## config.mk

```make
export PLATFORM = sky130hd
export DESIGN_NAME = start_fifo_srl_ctrl
export DESIGN_NICKNAME = d
export VERILOG_FILES = /design/src/rtl/start_fifo_srl_ctrl_pkg.sv /design/src/rtl/start_fifo_srl_ctrl_storage.sv /design/src/rtl/start_fifo_srl_ctrl.sv
export SDC_FILE = /design/constraint.sdc
export NUM_CORES = 1
export LEC_CHECK = 0
export ABC_AREA = 1
export BUFFER_PORTS_ARGS = -buffer_cell sky130_fd_sc_hd__buf_2
export CAP_MARGIN = 20
export CELL_PAD_IN_SITES_DETAIL_PLACEMENT = 1
export CELL_PAD_IN_SITES_GLOBAL_PLACEMENT = 2
export CORE_MARGIN = 2
export CORE_UTILIZATION = 30
export DETAILED_ROUTE_END_ITERATION = 7
export PLACE_DENSITY_LB_ADDON = 0.1
export SYNTH_ARGS = -nofsm -noshare
export SYNTH_HDL_FRONTEND = slang
export SYNTH_SLANG_ARGS = --single-unit
```

## constraint.sdc

```tcl
create_clock -name clk -period 1.9 [get_ports clk]
set_clock_uncertainty 0.05 [all_clocks]
set_input_delay 0.19 -clock clk [delete_from_list [all_inputs] [get_ports clk]]
set_output_delay 0.19 -clock clk [all_outputs]
set_load 0.02 [all_outputs]
```

## src/rtl/start_fifo_srl_ctrl_pkg.sv

```systemverilog
// Shared defaults and occupancy-state encoding for the SRL start-token FIFO.
package start_fifo_srl_ctrl_pkg;
  localparam int unsigned DEPTH_DEF      = 9;
  localparam int unsigned ADDR_WIDTH_DEF = 4;

  typedef enum logic [1:0] {
    OCC_EMPTY   = 2'd0,
    OCC_PARTIAL = 2'd1,
    OCC_FULL    = 2'd2
  } occ_state_t;
endpackage

```

## src/rtl/start_fifo_srl_ctrl_storage.sv

```systemverilog
// Shift-register token array: a write shifts every entry up by one and lands din in entry 0.
module start_fifo_srl_storage
  import start_fifo_srl_ctrl_pkg::*;
#(
  parameter int DATA_WIDTH = 1,
  parameter int ADDR_WIDTH = ADDR_WIDTH_DEF,
  parameter int DEPTH      = DEPTH_DEF
) (
  input  logic                  clk,
  input  logic                  we,
  input  logic [ADDR_WIDTH-1:0] addr,
  input  logic [DATA_WIDTH-1:0] din,
  output logic [DATA_WIDTH-1:0] dout
);

  logic [DATA_WIDTH-1:0] r_sreg [DEPTH];

  // No reset: contents are only meaningful below the occupancy count.
  always_ff @(posedge clk) begin
    if (we) begin
      r_sreg[0] <= din;
      for (int i = 1; i < DEPTH; i++) begin
        r_sreg[i] <= r_sreg[i-1];
      end
    end
  end

  assign dout = r_sreg[addr];

endmodule

```

## src/rtl/start_fifo_srl_ctrl.sv

```systemverilog
// Start-token FIFO control: occupancy FSM, read-address tracking and registered full/empty flags
// around a shift-register array, with first-word-fall-through output.
//
//   state       | meaning
//   ------------+----------------------------------------------
//   OCC_EMPTY   | count == 0, if_empty_n = 0, pops refused
//   OCC_PARTIAL | 1 <= count <= DEPTH-1, both flags high
//   OCC_FULL    | count == DEPTH, if_full_n = 0, pushes refused
module start_fifo_srl_ctrl
  import start_fifo_srl_ctrl_pkg::*;
#(
  parameter int DATA_WIDTH = 1,
  parameter int ADDR_WIDTH = ADDR_WIDTH_DEF,
  parameter int DEPTH      = DEPTH_DEF
) (
  input  logic                  clk,
  input  logic                  reset,
  output logic                  if_full_n,
  input  logic                  if_write_ce,
  input  logic                  if_write,
  input  logic [DATA_WIDTH-1:0] if_din,
  output logic                  if_empty_n,
  input  logic                  if_read_ce,
  input  logic                  if_read,
  output logic [DATA_WIDTH-1:0] if_dout,
  output logic [ADDR_WIDTH:0]   if_num_data_valid,
  output logic [ADDR_WIDTH:0]   if_fifo_cap
);

  localparam logic [ADDR_WIDTH:0]   C_DEPTH = (ADDR_WIDTH+1)'(DEPTH);
  localparam logic [ADDR_WIDTH:0]   C_ONE   = (ADDR_WIDTH+1)'(1);
  localparam logic [ADDR_WIDTH:0]   C_LAST  = (ADDR_WIDTH+1)'(DEPTH-1);
  localparam logic [ADDR_WIDTH-1:0] A_ONE   = ADDR_WIDTH'(1);

  occ_state_t            r_state, w_state_nxt;
  logic [ADDR_WIDTH:0]   r_count, w_count_nxt;
  logic [ADDR_WIDTH-1:0] r_raddr, w_raddr_nxt;
  logic                  r_empty_n, r_full_n;
  logic                  w_empty_n_nxt, w_full_n_nxt;
  logic                  w_push, w_pop;

  assign w_push = if_write & if_write_ce & r_full_n;
  assign w_pop  = if_read  & if_read_ce  & r_empty_n;

  always_ff @(posedge clk or posedge reset) begin
    if (reset) begin
      r_state   <= OCC_EMPTY;
      r_count   <= '0;
      r_raddr   <= '0;
      r_empty_n <= 1'b0;
      r_full_n  <= 1'b1;
    end else begin
      r_state   <= w_state_nxt;
      r_count   <= w_count_nxt;
      r_raddr   <= w_raddr_nxt;
      r_empty_n <= w_empty_n_nxt;
      r_full_n  <= w_full_n_nxt;
    end
  end

  always_comb begin
    w_state_nxt = r_state;
    w_count_nxt = r_count;
    w_raddr_nxt = r_raddr;

    // Push+pop together leaves raddr alone: the shift moves the next-oldest entry under it.
    if (w_push && !w_pop) begin
      w_count_nxt = r_count + C_ONE;
      if (r_count != '0) w_raddr_nxt = r_raddr + A_ONE;
    end else if (w_pop && !w_push) begin
      w_count_nxt = r_count - C_ONE;
      if (r_count != C_ONE) w_raddr_nxt = r_raddr - A_ONE;
    end

    case (r_state)
      OCC_EMPTY: begin
        if (w_push) w_state_nxt = OCC_PARTIAL;
      end
      OCC_PARTIAL: begin
        if (w_push && !w_pop && r_count == C_LAST)     w_state_nxt = OCC_FULL;
        else if (w_pop && !w_push && r_count == C_ONE) w_state_nxt = OCC_EMPTY;
      end
      OCC_FULL: begin
        if (w_pop) w_state_nxt = OCC_PARTIAL;
      end
      default: w_state_nxt = OCC_EMPTY;
    endcase

    w_empty_n_nxt = (w_state_nxt != OCC_EMPTY);
    w_full_n_nxt  = (w_state_nxt != OCC_FULL);
  end

  start_fifo_srl_storage #(
    .DATA_WIDTH (DATA_WIDTH),
    .ADDR_WIDTH (ADDR_WIDTH),
    .DEPTH      (DEPTH)
  ) u_storage (
    .clk  (clk),
    .we   (w_push),
    .addr (r_raddr),
    .din  (if_din),
    .dout (if_dout)
  );

  assign if_full_n         = r_full_n;
  assign if_empty_n        = r_empty_n;
  assign if_num_data_valid = r_count;
  assign if_fifo_cap       = C_DEPTH;

endmodule

```

==> flow_metrics.env <==
export IMPL_yosysUniqueCellTypes=24
export IMPL_r2r_slack_ns=0.07
export IMPL_cts_tree="yes"
export IMPL_finalNonFillerCells=216
export IMPL_yosysSeqAreaShare_pct=47.13
export IMPL_clkPwrFrac_pct=19.9
export IMPL_met1_usage_pct=19.78
export IMPL_grt_overflow_total=0
export IMPL_grt_pass1_wl_um=4747
export IMPL_dpl_hpwl_um=2170
export IMPL_chipHeight_um=68.97
export IMPL_yosysTopAreaCell="dfrtp_1"
export IMPL_syn_to_final_growth_pct=19.57
export IMPL_avgSynthCellArea_um2=8.614
export IMPL_postCtsSetupBuffers=0
export IMPL_ys_warn_count=0
export IMPL_vdd_drop_max_mv=0.5425
export IMPL_min_period_over_period_pct=96.18
export IMPL_p_sw_share_pct=42.08
export IMPL_chipWidth_um=68.97
export IMPL_drv_slew=0
export IMPL_synth_cells=147
export IMPL_antennaDiodeCount=0
export IMPL_cp_end_kind="flop"
export IMPL_path_clk_slew_ns=0.09
export IMPL_cts_num_sinks=22
export IMPL_cts_made_buffers=3
export IMPL_rsz0062_at_grt="yes"
export IMPL_p_per_area_nw_per_um2=1475
export IMPL_grt_max_degree=14
export IMPL_critPathKind="reg -> reg"
export IMPL_gp_congestion=0.7826
export IMPL_worstSkewPairLatency_ns=0.26
export IMPL_num_vias=942
export IMPL_synth_top_area_share_pct=23.72
export IMPL_tightest_slew_ns=0.5403
export IMPL_initial_core_util_pct=31.43
export IMPL_gr_usage_met2_pct=20.55
export IMPL_busiest_layer="met2"
export IMPL_antenna_found_initial=0
export IMPL_worst_slack_ns=0.07260
export IMPL_startpoint_type="flop"
export IMPL_pwr_share_comb_pct=43.7
export IMPL_internal_power_w=0.001293
export IMPL_port_buffers=14
export IMPL_layout_commonest_cell="nand2_1"
export IMPL_clockRootBuffer="clkbuf_8"
export IMPL_num_nets_final=183
export IMPL_syn_cell_area_um2=1266
export IMPL_max_slew_margin_rel_pct=63.94
export IMPL_p_seq_share_pct=36.4
export IMPL_wl_per_cell_um=12.59
export IMPL_arrival_ns=1.94
export IMPL_layout_common_cells="nand2_1 (40), inv_1 (22), nand3_1 (14), buf_2 (14), dfrtp_1 (11)"
export IMPL_core_um2=4029
export IMPL_min_path_type="in -> reg"
export IMPL_die_area_um2=4756
export IMPL_cts_htree_levels=1
export IMPL_hold_viol=0
export IMPL_clk_path_buf_depth=2
export IMPL_dp_cells=211
export IMPL_required_ns=2.01
export IMPL_rows=23
export IMPL_drive_gt1_share_pct=22.29
export IMPL_via_per_inst=4.361
export IMPL_first_pass_iters=4
export IMPL_grt_pass1_vias=979
export IMPL_fmax_mhz=547.2
export IMPL_setup_viol=0
export IMPL_outcome="completed"
export IMPL_grt_usage_pct=13.94
export IMPL_crit_path_max_fanout=4
export IMPL_p_leak_nw=0.7527
export IMPL_drc=0
export IMPL_ys_ff_latch=22
export IMPL_hold_ws_ns=0.04430
export IMPL_drt_iter0_drc=35
export IMPL_ys_top_cells_by_area="dfrtp_1 (24%), edfxtp_1 (21%), nand2_1 (12%)"
export IMPL_routed_wl_um=2720
export IMPL_grt_use_met3_pct=2.273
export IMPL_switchingPower_w=0.0009397
export IMPL_place_ws_ns=0.05401
export IMPL_finalCriticalPeriod_ns=1.827
export IMPL_route_antenna_remaining_nets=0
export IMPL_boundaryPins=20
export IMPL_cap_violations=0
[cell type report]
cell class,instances,area [um^2]
clock inverters,1,30.03
inverters,26,103.9
multi-input cells,96,575.6
repair buffers,18,102.6
well taps,50,62.56
fillers,494,2515
clock buffers,3,41.29
flip-flops and latches,22,598.1
[final timing paths]
| kind | start | endpoint | cells past startpoint |
|---|---|---|---|
| worst min-delay path | if_din | u_storage.r_sreg[0]$_DFFE_PP_ | 1 |
| worst max register to register | if_full_n$_DFF_PP1_ | r_raddr[3]$_DFFE_PP0P_ | 11 |
| min in group asynchronous | reset | if_empty_n$_DFF_PP0_ | 3 |
| max in group asynchronous | reset | r_raddr[0]$_DFFE_PP0P_ | 3 |
| worst max-delay path | if_full_n$_DFF_PP1_ | r_raddr[3]$_DFFE_PP0P_ | 11 |
| worst min register to register | u_storage.r_sreg[4]$_DFFE_PP_ | u_storage.r_sreg[5]$_DFFE_PP_ | 0 |
[registers in the layout, indices dropped and copies added, names as in the netlist]
name and flops:
r_state 2, u_storage.r_sreg 9, if_full_n 1, if_empty_n 1, if_num_data_valid 5, r_raddr 4
[metal layers]
layer  vias up  routed length (um)
met1       439                1386
li1        484                   -
met2        17                1210
met4         0                  35
met5         -                   0
met3         2                  88
[cell families (layout without fill, tap and decap cells)]
family          after synthesis  in the layout  share of synthesized area, %
simple gates                 69             69                         24.21
buf+inv                      32             48                         11.56
flops                        22             22                         47.13
fa+ha+maj                     9              9                         9.487
compound gates                7              7                         2.865
xor+xnor                      6              6                         4.150
other cells                   2              5                        0.5931
[stage by stage]
stage | utilization (%) | TNS [ns] | cell area (um^2) | power [W]
final | 37.58 | 0 | 1514 | 0.002233
after global routing | 37.58 | -0.08798 | 1514 | 0.002458
after CTS | 37.42 | 0 | 1508 | 0.002271
after detailed placement | 35.40 | 0 | 1426 | 0.001811
after global placement | 35.40 | 0 | 1426 | 0.001779
after floorplan | - | -0.3142 | 1320 | 0.001524
[Yosys cell counts]
cell      count
nand2_1      40
inv_1        24
nand3_1      16
dfrtp_1      12
edfxtp_1      9
ha_1          8
buf_4         5
nor2_1        5
xor2_1        4
o21ai_0       3
a21oi_1       2
conb_1        2
inv_2         2
nand2_2       2
nand3b_1      2
nand4_1       2
xnor2_1       2
buf_6         1
dfstp_2       1
fa_1          1
nor2_2        1
nor2_4        1
o21ai_1       1
o22ai_1       1
[critical path, stage by stage (launching register included)]
cell        delay [ns]
dfstp_2           0.55
nand3_2           0.09
inv_4             0.08
ha_4              0.14
clkinvlp_4        0.14
ha_1              0.30
nand3_1           0.10
nand2_1           0.06
nand2_1           0.07
nand2_1           0.05
nand2_1           0.05
nand2_1           0.04
[timing repair]
action / in CTS / in global routing
hold buffers: 1 / 0
resized for setup: 0 / 2
hold endpoints to repair: 12 / 0
setup endpoints to repair: 0 / 3
[power groups by stage]
stage	registers, W	clock network [W]	logic (W)
6_report	0.000813	0.000445	0.000976
5_1_grt	0.000844	0.000482	0.00113
4_1_cts	0.000815	0.000464	0.000992
3_5_place_dp	0.000826	0	0.000985
3_3_place_gp	0.000817	0	0.000962
2_1_floorplan	0.000858	0	0.000666
Power figures use the tool's default switching activity.
